File: src/rtl/jtframe_romrq_pkg.sv
// Shared types and helpers for the two-slot ROM request arbiter.
package jtframe_romrq_pkg;

  // SDRAM address width, in 16-bit word units
  localparam int SDRAM_AW = 22;

  typedef enum logic [1:0] {
    ST_IDLE     = 2'd0,
    ST_WAIT_ACK = 2'd1,
    ST_WAIT_RDY = 2'd2
  } state_t;

  // Number of slot address bits that select a sub-word inside the 32-bit line
  function automatic int subw(input int dw);
    case (dw)
      8:       return 2;
      16:      return 1;
      default: return 0;
    endcase
  endfunction

endpackage

File: src/rtl/jtframe_romrq_cache.sv
// One-line (32-bit) cache for a single ROM slot: tag/data/valid storage,
// hit detection, sub-word selection and SDRAM request address.
module jtframe_romrq_cache
  import jtframe_romrq_pkg::*;
#(
  parameter int                  AW     = 17,
  parameter int                  DW     = 8,
  parameter logic [SDRAM_AW-1:0] OFFSET = 22'h00_0000
) (
  input  logic                clk,
  input  logic                rst,
  input  logic                i_cs,
  input  logic [AW-1:0]       i_addr,
  input  logic                i_clr,
  input  logic                i_grant,
  input  logic                i_fill,
  input  logic [31:0]         i_fill_data,
  output logic                o_hit,
  output logic                o_ok,
  output logic [DW-1:0]       o_dout,
  output logic [SDRAM_AW-1:0] o_req_addr
);

  localparam int SW = subw(DW);
  localparam int TW = AW - SW;

  logic          r_valid;
  logic [TW-1:0] r_tag;
  logic [TW-1:0] r_pend_tag;
  logic [31:0]   r_data;
  logic [TW-1:0] w_tag;

  assign w_tag      = i_addr[AW-1:SW];
  assign o_hit      = r_valid & (r_tag == w_tag);
  assign o_ok       = i_cs & o_hit;
  // The line is two 16-bit SDRAM words, so the word address is the tag doubled
  assign o_req_addr = OFFSET + SDRAM_AW'({w_tag, 1'b0});

  generate
    if (SW > 0) begin : g_sub
      logic [SW-1:0] w_sub;
      logic [31:0]   w_shifted;
      assign w_sub     = i_addr[SW-1:0];
      assign w_shifted = r_data >> (32'(w_sub) * 32'(DW));
      assign o_dout    = w_shifted[DW-1:0];
    end else begin : g_full
      assign o_dout = r_data[DW-1:0];
    end
  endgenerate

  // Tag captured at grant time; the fill stores it even if the slot address moved on
  always_ff @(posedge clk or posedge rst) begin
    if (rst) begin
      r_valid    <= 1'b0;
      r_tag      <= '0;
      r_pend_tag <= '0;
      r_data     <= 32'h0000_0000;
    end else begin
      if (i_grant) begin
        r_pend_tag <= w_tag;
      end
      if (i_clr) begin
        r_valid <= 1'b0;
      end else if (i_fill) begin
        r_valid <= 1'b1;
        r_tag   <= r_pend_tag;
        r_data  <= i_fill_data;
      end
    end
  end

endmodule

File: src/rtl/jtframe_romrq_arb.sv
// Two-slot ROM request arbiter: round-robin between slot misses and drives
// the SDRAM req/ack/rdy handshake, filling each slot's one-line cache.
module jtframe_romrq_arb
  import jtframe_romrq_pkg::*;
#(
  parameter int                  SLOT0_AW     = 17,
  parameter int                  SLOT0_DW     = 8,
  parameter logic [SDRAM_AW-1:0] SLOT0_OFFSET = 22'h00_0000,
  parameter int                  SLOT1_AW     = 15,
  parameter int                  SLOT1_DW     = 16,
  parameter logic [SDRAM_AW-1:0] SLOT1_OFFSET = 22'h01_0000
) (
  input  logic                clk_rom,
  input  logic                rst,
  input  logic                downloading,
  input  logic                loop_rst,
  input  logic                slot0_cs,
  input  logic [SLOT0_AW-1:0] slot0_addr,
  output logic [SLOT0_DW-1:0] slot0_dout,
  output logic                slot0_ok,
  input  logic                slot1_cs,
  input  logic [SLOT1_AW-1:0] slot1_addr,
  output logic [SLOT1_DW-1:0] slot1_dout,
  output logic                slot1_ok,
  output logic                sdram_req,
  output logic [SDRAM_AW-1:0] sdram_addr,
  input  logic                sdram_ack,
  input  logic [31:0]         data_read,
  input  logic                data_rdy
);

  state_t              r_st, w_st_nxt;
  logic                r_ptr, w_ptr_nxt;   // slot favoured when both miss
  logic                r_gnt, w_gnt_nxt;   // slot owning the transfer in flight
  logic                r_req, w_req_nxt;
  logic [SDRAM_AW-1:0] r_addr, w_addr_nxt;
  logic                w_hit0, w_hit1;
  logic                w_cand0, w_cand1;
  logic                w_grant0, w_grant1;
  logic                w_fill0, w_fill1;
  logic [SDRAM_AW-1:0] w_req_addr0, w_req_addr1;

  assign sdram_req  = r_req;
  assign sdram_addr = r_addr;
  assign w_cand0    = slot0_cs & ~w_hit0;
  assign w_cand1    = slot1_cs & ~w_hit1;

  jtframe_romrq_cache #(.AW(SLOT0_AW), .DW(SLOT0_DW), .OFFSET(SLOT0_OFFSET)) u_cache0 (
    .clk(clk_rom), .rst(rst), .i_cs(slot0_cs), .i_addr(slot0_addr),
    .i_clr(downloading), .i_grant(w_grant0), .i_fill(w_fill0), .i_fill_data(data_read),
    .o_hit(w_hit0), .o_ok(slot0_ok), .o_dout(slot0_dout), .o_req_addr(w_req_addr0)
  );

  jtframe_romrq_cache #(.AW(SLOT1_AW), .DW(SLOT1_DW), .OFFSET(SLOT1_OFFSET)) u_cache1 (
    .clk(clk_rom), .rst(rst), .i_cs(slot1_cs), .i_addr(slot1_addr),
    .i_clr(downloading), .i_grant(w_grant1), .i_fill(w_fill1), .i_fill_data(data_read),
    .o_hit(w_hit1), .o_ok(slot1_ok), .o_dout(slot1_dout), .o_req_addr(w_req_addr1)
  );

  // Next-state, grant and fill decode; download and loop reset override everything
  always_comb begin
    w_st_nxt   = r_st;
    w_ptr_nxt  = r_ptr;
    w_gnt_nxt  = r_gnt;
    w_req_nxt  = r_req;
    w_addr_nxt = r_addr;
    w_grant0   = 1'b0;
    w_grant1   = 1'b0;
    w_fill0    = 1'b0;
    w_fill1    = 1'b0;
    if (downloading || loop_rst) begin
      w_st_nxt  = ST_IDLE;
      w_req_nxt = 1'b0;
    end else begin
      case (r_st)
        ST_IDLE: begin
          // After any grant the pointer names the slot that was not served
          if (w_cand0 && (!w_cand1 || !r_ptr)) begin
            w_grant0   = 1'b1;
            w_gnt_nxt  = 1'b0;
            w_ptr_nxt  = 1'b1;
            w_req_nxt  = 1'b1;
            w_addr_nxt = w_req_addr0;
            w_st_nxt   = ST_WAIT_ACK;
          end else if (w_cand1) begin
            w_grant1   = 1'b1;
            w_gnt_nxt  = 1'b1;
            w_ptr_nxt  = 1'b0;
            w_req_nxt  = 1'b1;
            w_addr_nxt = w_req_addr1;
            w_st_nxt   = ST_WAIT_ACK;
          end else begin
            w_st_nxt = ST_IDLE;
          end
        end
        ST_WAIT_ACK: begin
          // data_rdy here cannot belong to this request yet, so it is ignored
          if (sdram_ack) begin
            w_req_nxt = 1'b0;
            w_st_nxt  = ST_WAIT_RDY;
          end else begin
            w_st_nxt = ST_WAIT_ACK;
          end
        end
        ST_WAIT_RDY: begin
          if (data_rdy) begin
            w_fill0  = ~r_gnt;
            w_fill1  = r_gnt;
            w_st_nxt = ST_IDLE;
          end else begin
            w_st_nxt = ST_WAIT_RDY;
          end
        end
        default: begin
          w_st_nxt  = ST_IDLE;
          w_req_nxt = 1'b0;
        end
      endcase
    end
  end

  // Arbiter state, pointer and registered SDRAM request outputs
  always_ff @(posedge clk_rom or posedge rst) begin
    if (rst) begin
      r_st   <= ST_IDLE;
      r_ptr  <= 1'b0;
      r_gnt  <= 1'b0;
      r_req  <= 1'b0;
      r_addr <= '0;
    end else begin
      r_st   <= w_st_nxt;
      r_ptr  <= w_ptr_nxt;
      r_gnt  <= w_gnt_nxt;
      r_req  <= w_req_nxt;
      r_addr <= w_addr_nxt;
    end
  end

endmodule

File: config.mk
export PLATFORM = sky130hd
export DESIGN_NAME = jtframe_romrq_arb
export DESIGN_NICKNAME = d
export VERILOG_FILES = /design/src/rtl/jtframe_romrq_pkg.sv /design/src/rtl/jtframe_romrq_cache.sv /design/src/rtl/jtframe_romrq_arb.sv
export SDC_FILE = /design/constraint.sdc
export NUM_CORES = 1
export LEC_CHECK = 0
export ABC_AREA = 1
export CAP_MARGIN = 10
export CORE_MARGIN = 4
export CORE_UTILIZATION = 49
export CTS_CLUSTER_SIZE = 30
export DETAILED_ROUTE_END_ITERATION = 6
export PLACE_DENSITY = 0.77
export RECOVER_POWER = 50
export SETUP_SLACK_MARGIN = 0.02
export SKIP_CTS_REPAIR_TIMING = 1
export SYNTH_ARGS = -nofsm -noshare
export SYNTH_HDL_FRONTEND = slang
export SYNTH_HIERARCHICAL = 1
export SYNTH_SLANG_ARGS = --single-unit
File: constraint.sdc
create_clock -name clk_rom -period 2 [get_ports clk_rom]
set_input_delay 0.4 -clock clk_rom [delete_from_list [all_inputs] [get_ports clk_rom]]
set_output_delay 0.4 -clock clk_rom [all_outputs]
set_load 0.1 [all_outputs]
; ---- Yosys cells after proc, flatten, opt, wreduce, memory -nomap -nowiden
; Cells that the tools add are included.
[totals]
ram_bits = 0
memories = 0
latch_bits = 0
input_bits = 72
out_inout_bits = 49
elab_cells = 80
register_bits = 151
mem_bits_ro = 0
[op_classes]
addsub = 1
mul = 0
n_div = 0
bitwise = 11
shifts = 2
mux = 33
n_reduce_logical = 13
n_lt_le_gt_ge = 0
eq_ne = 7
[ops]
columns = operator, count
row1 = two-way mux 22 bit, 2
row2 = right shift 32 x 5 -> 16 bit, 1
row3 = right shift 32 x 5 -> 8 bit, 1
row4 = two-way mux 1 bit, 26
row5 = "adder 17 x 15 -> 18 bit, first input constant", 1
row6 = equality test 15 bit, 1
row7 = equality test 14 bit, 1
row8 = AND 1 bit, 6
row9 = two-way mux 2 bit, 3
row10 = case mux 2 bit (3 select lines), 1
row11 = AND reduction 3 bit, 2
row12 = nonzero test 2 bit, 3
row13 = inverter 1 bit, 5
row14 = "inequality test 4 bit, second input constant", 1
row15 = AND reduction 2 bit, 2
row16 = "inequality test 3 bit, second input constant", 1
row17 = case mux 1 bit (3 select lines), 1
row18 = "equality test 2 x 1 -> 1 bit, second input constant", 1
row19 = "equality test 2 bit, second input constant", 1
row20 = logical NOT 1 bit, 2
row21 = logical NOT 2 bit, 1
row22 = logical OR 1 bit, 2
row23 = "inequality test 2 bit, second input constant", 1
row24 = logical AND 1 bit, 1

; ---- Longest topological paths before layout
; Gate-level depths: netlist of the first run.
[logic_depth]
depth_word = 10
depth_mapped = 18
mapped_depth_nobuf = 15

; ---- By module
; Netlist of the first run, hierarchy kept.
[by_module_without_submodules]
columns = mod, cells_each, n_inst, seq_area_each_um2, area_each_um2
row1 = jtframe_romrq_cache (u_cache0), 340, 1, 1576.5, 3190.6
row2 = jtframe_romrq_cache (u_cache1), 352, 1, 1526.5, 3111.7
row3 = jtframe_romrq_arb, 205, 1, 675.6, 1453.9

; ---- Least setup slack after synthesis of the first run
; No wires, ideal clock.
[synth_path]
kind = in2out
startpoint = input slot1_addr[0]
endpoint = output slot1_dout[0]
t_arrival_ps = 2708
t_required_ps = 1600
path_buffers = 1
path_stages = 2
slack_ps = -1108
path_cell_list = clkbuf_1 o21ai_0
[synth_via]
elab_chain_cells = 1
[synth_lines]
columns = element, line
row1 = from (decl), jtframe_romrq_arb.sv:22  ; input logic [SLOT1_AW-1:0] slot1_addr,
row2 = right shift 32 x 5 -> 16 bit, jtframe_romrq_cache.sv:44  ; assign w_shifted = r_data >> (32'(w_sub) * 32'(DW));
row3 = to (decl), jtframe_romrq_arb.sv:23  ; output logic [SLOT1_DW-1:0] slot1_dout,
; Every way passes these cells.

; ---- Worst setup path after layout of the first run
[layout_path]
startpoint = input slot1_addr[12]
endpoint = output slot1_ok
[layout_via]
elab_chain_cells = 3
[layout_lines]
columns = element, line
row1 = equality test 14 bit, jtframe_romrq_cache.sv:34  ; assign o_hit = r_valid & (r_tag == w_tag);
row2 = AND 1 bit, jtframe_romrq_cache.sv:34
row3 = AND 1 bit, jtframe_romrq_cache.sv:35  ; assign o_ok = i_cs & o_hit;
row4 = to (decl), jtframe_romrq_arb.sv:24  ; output logic slot1_ok,
; Every way passes these cells.

==> results of run 1 <==
layout by cell type, fill, tap and decap left out, drive strengths merged:
cell,netlist,final
nor2,65,65
nor3,1,1
xnor2,1,1
o21ai,96,96
nor3b,1,1
inv,116,116
o22ai,8,8
nand3,29,29
clkinvlp,0,2
or2,2,2
clkinv,0,6
diode,0,1
clkbuf,16,31
clkdlybuf4s50,0,42
buf,66,124
nand2,275,275
conb,3,15
dlymetal6s2s,0,28
mux2,48,48
dlygate4sd3,0,1
bufinv,0,4
dfrtp,151,151
a21oi,19,19
per-stage QoR:
step | hold WS (ns) | instance area (um2) | total power, mW
after floorplan | 0.453 | 7940 | 5.13
after global placement | 0.467 | 9600 | 5.76
after detailed placement | 0.470 | 9600 | 5.81
after CTS | 0.383 | 10200 | 9.19
after global routing | 0.312 | 10600 | 9.59
final | 0.289 | 10600 | 9.21
metal layers:
layer	GRT usage, %	routed length (um)	vias up	share of wire, %
met5	0	0	-	0
met4	6.06	366	0	1.8
met3	4.91	755	26	3.8
met2	33.9	9650	126	49
met1	29.9	9080	2972	46
li1	-	-	3036	-
worst paths after layout:
path | end | slack, ns | cells past startpoint
hold / removal | u_cache0/r_pend_tag[1]$_DFFE_PP0P_ | 0.29 | 3
setup / recovery | slot1_ok | -0.41 | 11
setup reg to reg | sdram_addr[14]$_DFFE_PP0P_ | -0.14 | 18
hold reg to reg | sdram_addr[21]$_DFFE_PP0P_ | 0.48 | 2
max in group asynchronous | u_cache0/r_tag[9]$_DFFE_PP0P_ | 0.26 | 3
min in group asynchronous | u_cache0/r_data[13]$_DFFE_PP0P_ | 0.60 | 2
synthesized netlist by cell type, drive strengths merged (2+ instances only):
cell	count
buf	66
or2	2
nand3	29
o22ai	8
conb	3
mux2	48
a21oi	19
o21ai	96
clkbuf	16
inv	116
nand2	275
dfrtp	151
nor2	65
worst max-delay path: stages:
cell and delay (ns):
clkdlybuf4s50_1 0.52, inv_1 0.06, nand2_1 0.06, nand2_1 0.06
nor2_1 0.11, nand2_1 0.06, nor2_1 0.18, nand2_2 0.13
buf_6 0.14, nor2_4 0.11, buf_12 0.18
area by class of cell:
cell class | count | area share [%]
Clock inverter | 12 | 1.67
Multi-Input combinational cell | 560 | 29.8
Tap cell | 211 | 2.49
Inverter | 116 | 4.18
Clock buffer | 19 | 4.18
Timing Repair Buffer | 207 | 22.0
Sequential cell | 151 | 35.7
Antenna cell | 1 | 0.0236
flip-flops by register name (all words and copies together), names as in the netlist:
name,cells
u_cache0/r_data,32
u_cache1/r_data,32
sdram_addr,22
u_cache0/r_pend_tag,15
u_cache0/r_tag,15
u_cache1/r_pend_tag,14
u_cache1/r_tag,14
r_st,2
r_gnt,1
r_ptr,1
sdram_req,1
u_cache0/r_valid,1
u_cache1/r_valid,1
logic make-up (layout without fill, tap and decap cells):
| logic type | after synthesis | count (layout) | synth area share [%] |
|---|---|---|---|
| and+or+nand+nor | 373 | 373 | 18.9 |
| buffers and inverters | 198 | 354 | 13.8 |
| DFF | 151 | 151 | 48.7 |
| AOI/OAI and AO/OA | 123 | 123 | 9.08 |
| muxes | 48 | 48 | 9.19 |
| other | 3 | 16 | 0.145 |
| xor gates and xnor gates | 1 | 1 | 0.113 |
report_power, final:
part           total (mW)  internal, mW  switching, mW
registers            3.52          3.37          0.153
logic                2.32         0.710           1.61
clock network        3.37          2.11           1.25
==> flow_metrics.py, run 1 <==
metrics = {
    "sta": {
        "finalCriticalPeriod_ns": 2.41,
        "slew_viol_final": 0,
        "setup_slack_ns": -0.414,
        "finalSetupTns_ns": -10.21,
        "skew_ns": 0.00680,
        "setup_violations": 56,
        "max_slew_margin_pct": 37.6,
        "finalCritPeriodShare_pct": 121,
        "worstMarginPinSlew_ns": 0.936,
        "fmaxAchievable_ghz": 0.414,
        "rsz0062_at_grt": "true",
        "hold_viol": 0,
    },
    "global_route": {
        "grtUsageTotal_pct": 21.5,
        "grt.overflow.total": 0,
        "grt_pass1_vias": 5854,
        "grt_max_degree": 41,
        "grt_pass1_wl_um": 30400,
        "antenna_found_initial": 1,
    },
    "drt": {
        "dr.first_iter.drc_count": 477,
        "wirelength_um": 19900,
        "post_drt_via_cell_ratio": 4.82,
        "antenna_left": 0,
        "drc": 0,
        "wl_per_cell_um": 15.6,
        "vias": 6160,
        "first_pass_iters": 5,
    },
    "clock_network": {
        "cts_tree": "done",
        "cts_max_path_buffers": 2,
        "worstSkewPairLatency_ns": 0.42,
        "cts.htree.levels": 4,
        "numCtsBuffers": 17,
        "cts_num_sinks": 151,
        "clock-root-buffer": "clkbuf_16",
        "clk_pin_slew_ns": 0.06,
    },
    "logic_synthesis": {
        "synth_area_leaders": "dfrtp_1 49%, nand2_1 13%, mux2_4 8.9%",
        "ys_seq_area_share_pct": 48.7,
        "async_flop_share_pct": 100,
        "synthCells": 897,
        "syn_area_um2": 7760,
        "synth_area_leader_cell": "dfrtp_1",
        "ys_ff_latch": 151,
        "synth_top_area_share_pct": 48.7,
        "avgSynthCellArea_um2": 8.65,
        "yosysWarnings": 6,
        "synth_ff_type": "dfrtp_1",
        "synth_edf_count": 0,
        "ys_types": 28,
    },
    "final_layout": {
        "register_area_um2": 3780,
        "fin_util_pct": 68.9,
        "nFillCells": 1107,
        "area_growth_pct": 36.5,
        "final_cells": 1277,
        "drive_above_1_share_pct": 25.2,
        "num-nets-final": 1125,
        "multiInputGateArea_um2": 3150,
    },
    "power": {
        "p_leak_nw": 5.67,
        "ir_drop_mv": 0.744,
        "power.density_nw_per_um2": 870,
    },
    "floorplan": {
        "core.rowCount": 45,
        "die_y_um": 134,
        "die_x_um": 134,
        "core-area_um2": 15400,
        "start_util_pct": 50.5,
        "ioPinCount": 121,
        "design.die.area_um2": 17900,
    },
    "placement": {
        "gp_congestion": 0.846,
        "dp.cells": 1230,
        "dp_hpwl_um": 13400,
        "dp_slack_ns": -0.474,
        "place.port_buffers": 120,
    },
    "run_status": {
        "outcome": "finished, violations left",
        "violations": "setup timing",
    },
    "critical_path": {
        "worstPathArrival_ns": 2.01,
        "cp_max_fo": 3,
        "critical_path_class": "primary input to output pin",
        "required_ns": 1.60,
        "cp-end-kind": "output pin",
        "start_kind": "primary input",
        "rr_startpoint": "u_cache1/r_tag[9]$_DFFE_PP0P_",
        "startpoint": "slot1_addr[12]",
    },
    "flow_run": {
        "drv_cap": 0,
    },
    "worst_hold_path": {
        "hold_class": "primary input to flop",
        "hold_start": "slot0_addr[3]",
    },
}
(Power assumes the default switching activity.)
==> run 2: changes to the inputs <==
--- a/config.mk
+++ b/config.mk
@@ -7,7 +7,7 @@
 export LEC_CHECK = 0
 export ABC_AREA = 1
 export CAP_MARGIN = 10
-export CORE_MARGIN = 4
+export CORE_MARGIN = 3
 export CORE_UTILIZATION = 49
 export CTS_CLUSTER_SIZE = 30
 export DETAILED_ROUTE_END_ITERATION = 6
==> run 2 against run 1 <==
Against the previous run: the flow still finishes with violations (setup timing); cell area increased by 0.77%; worst hold slack got worse by 0.012 ns; first-iteration DRC count up 13%; clock power is 4% lower; highest routed layer unchanged.
==> flow_metrics.py, run 2 (synthesis results as in run 1) <==
metrics = {
    "run_status": {
        "outcome": "finished, violations left",
        "violations": "setup timing",
    },
    "critical_path": {
        "start_kind": "primary input",
        "cp_max_fo": 2,
        "cp_slowest_cell": "clkdlybuf4s50_1",
        "path_cells": "clkdlybuf4s50_1 -> xnor2_1 -> nand3_1 -> nor2_2 -> nand2_2 -> buf_6 -> nor2_4 -> buf_12",
        "required_ns": 1.60,
        "critical_path_class": "primary input to output pin",
        "cp-end-kind": "output pin",
        "max_stage_delay_ns": 0.52,
        "worstPathArrival_ns": 1.82,
    },
    "floorplan": {
        "core.rowCount": 45,
        "start_util_pct": 50.5,
        "die_y_um": 132,
        "die_x_um": 132,
        "ioPinCount": 121,
        "core-area_um2": 15400,
        "design.die.area_um2": 17400,
    },
    "clock_network": {
        "worstSkewPairLatency_ns": 0.43,
        "cts_num_sinks": 151,
        "numCtsBuffers": 17,
        "cts_max_path_buffers": 2,
        "clock-root-buffer": "clkbuf_16",
        "cts.htree.levels": 4,
        "clk_pin_slew_ns": 0.06,
        "cts_tree": "done",
    },
    "drt": {
        "wirelength_um": 19900,
        "first_pass_iters": 5,
        "post_drt_via_cell_ratio": 4.88,
        "drc": 0,
        "antenna_left": 0,
        "dr.first_iter.drc_count": 540,
        "vias": 6243,
        "wl_per_cell_um": 15.6,
    },
    "sta": {
        "setup_slack_ns": -0.216,
        "hold_viol": 0,
        "fmaxAchievable_ghz": 0.451,
        "worstMarginPinSlew_ns": 0.885,
        "rsz0062_at_grt": "true",
        "whs_ns": 0.277,
        "finalSetupTns_ns": -0.629,
        "max_slew_margin_pct": 41.0,
        "finalCritPeriodShare_pct": 111,
        "slew_viol_final": 0,
        "setup_violations": 18,
        "finalCriticalPeriod_ns": 2.22,
        "skew_ns": 0.00927,
    },
    "global_route": {
        "grtUsageTotal_pct": 21.7,
        "grt.overflow.total": 0,
        "grt_max_degree": 64,
        "grt_pass1_wl_um": 30300,
        "grt_pass1_vias": 6001,
        "antenna_found_initial": 0,
    },
    "final_layout": {
        "area_growth_pct": 37.5,
        "nFillCells": 1113,
        "final_common_cell": "nand2_1",
        "drive_above_1_share_pct": 25.6,
        "final_cell_mix": "272 x nand2_1, 151 x dfrtp_1, 108 x inv_1, 78 x buf_4, 55 x nor2_1",
        "diodes": 0,
        "num-nets-final": 1127,
    },
    "placement": {
        "place.port_buffers": 120,
        "dp_hpwl_um": 13100,
        "gp_congestion": 0.841,
    },
    "power": {
        "sequentialPowerShare_pct": 38.8,
        "power.internal_mw": 6.08,
        "clockPowerShare_pct": 35.7,
        "power_switching_mw": 3.02,
        "power.density_nw_per_um2": 853,
        "pwr-share-comb_pct": 25.6,
        "p_leak_nw": 5.73,
        "switching_share_pct": 33.2,
        "ir_drop_mv": 0.615,
    },
    "flow_run": {
        "drv_cap": 0,
    },
    "worst_hold_path": {
        "hold_class": "primary input to flop",
    },
}
-- run 2: through the flow --
step / setup WS [ns] / util [%] / instance area [um2] / power [mW] / cells
2_1_floorplan: -0.359 / - / 7940 / 5.13 / 909
3_3_place_gp: -0.440 / 62.6 / 9630 / 5.76 / 1229
3_5_place_dp: -0.461 / 62.6 / 9630 / 5.81 / 1229
4_1_cts: -0.356 / 66.5 / 10200 / 9.04 / 1261
5_1_grt: -0.294 / 69.4 / 10700 / 9.42 / 1279
6_report: -0.216 / 69.4 / 10700 / 9.10 / 1279
-- run 2: critical path: cells and delay by family --
kind	cells	cell delay, ns
xor gates and xnor gates	1	0.13
buffers and inverters	3	0.84
and+or+nand+nor	4	0.45
-- run 2: path summary, 6_finish.rpt --
path	slack (ns)	cells past startpoint	to	from
setup / recovery	-0.22	8	slot1_ok	slot1_addr[11]
hold / removal	0.28	3	u_cache0/r_pend_tag[1]$_DFFE_PP0P_	slot0_addr[3]
setup reg to reg	-0.01	14	u_cache0/r_pend_tag[0]$_DFFE_PP0P_	u_cache0/r_tag[4]$_DFFE_PP0P_
hold reg to reg	0.49	2	sdram_addr[21]$_DFFE_PP0P_	sdram_addr[21]$_DFFE_PP0P_
max in group asynchronous	0.63	3	u_cache0/r_pend_tag[8]$_DFFE_PP0P_	rst
min in group asynchronous	0.70	3	sdram_addr[5]$_DFFE_PP0P_	rst
-- run 2: power by group through the flow --
stage | Clock [mW] | Sequential, mW | Combinational, mW
after global routing | 3.39 | 3.55 | 2.47
after detailed placement | 0 | 3.57 | 2.24
final | 3.25 | 3.53 | 2.33
after floorplan | 0 | 4.22 | 0.906
after global placement | 0 | 3.56 | 2.20
after CTS | 3.27 | 3.52 | 2.25
-- run 2: final cells by class --
class	instances	area, um2	area share, %
Sequential cell	151	3780	35.4
Multi-Input combinational cell	560	3150	29.6
Timing Repair Buffer	208	2410	22.6
Clock buffer	25	505	4.74
Inverter	116	453	4.25
Tap cell	211	264	2.47
Clock inverter	7	91.3	0.856
Timing Repair inverter	1	11.3	0.106
-- run 2: routing by layer --
metal	track usage (%)	vias to the layer above	share of wire (%)
li1	-	3046	-
met2	33.2	162	48
met1	30.8	3001	45
met3	4.16	34	4.3
met4	8.58	0	2.1
met5	0	-	0
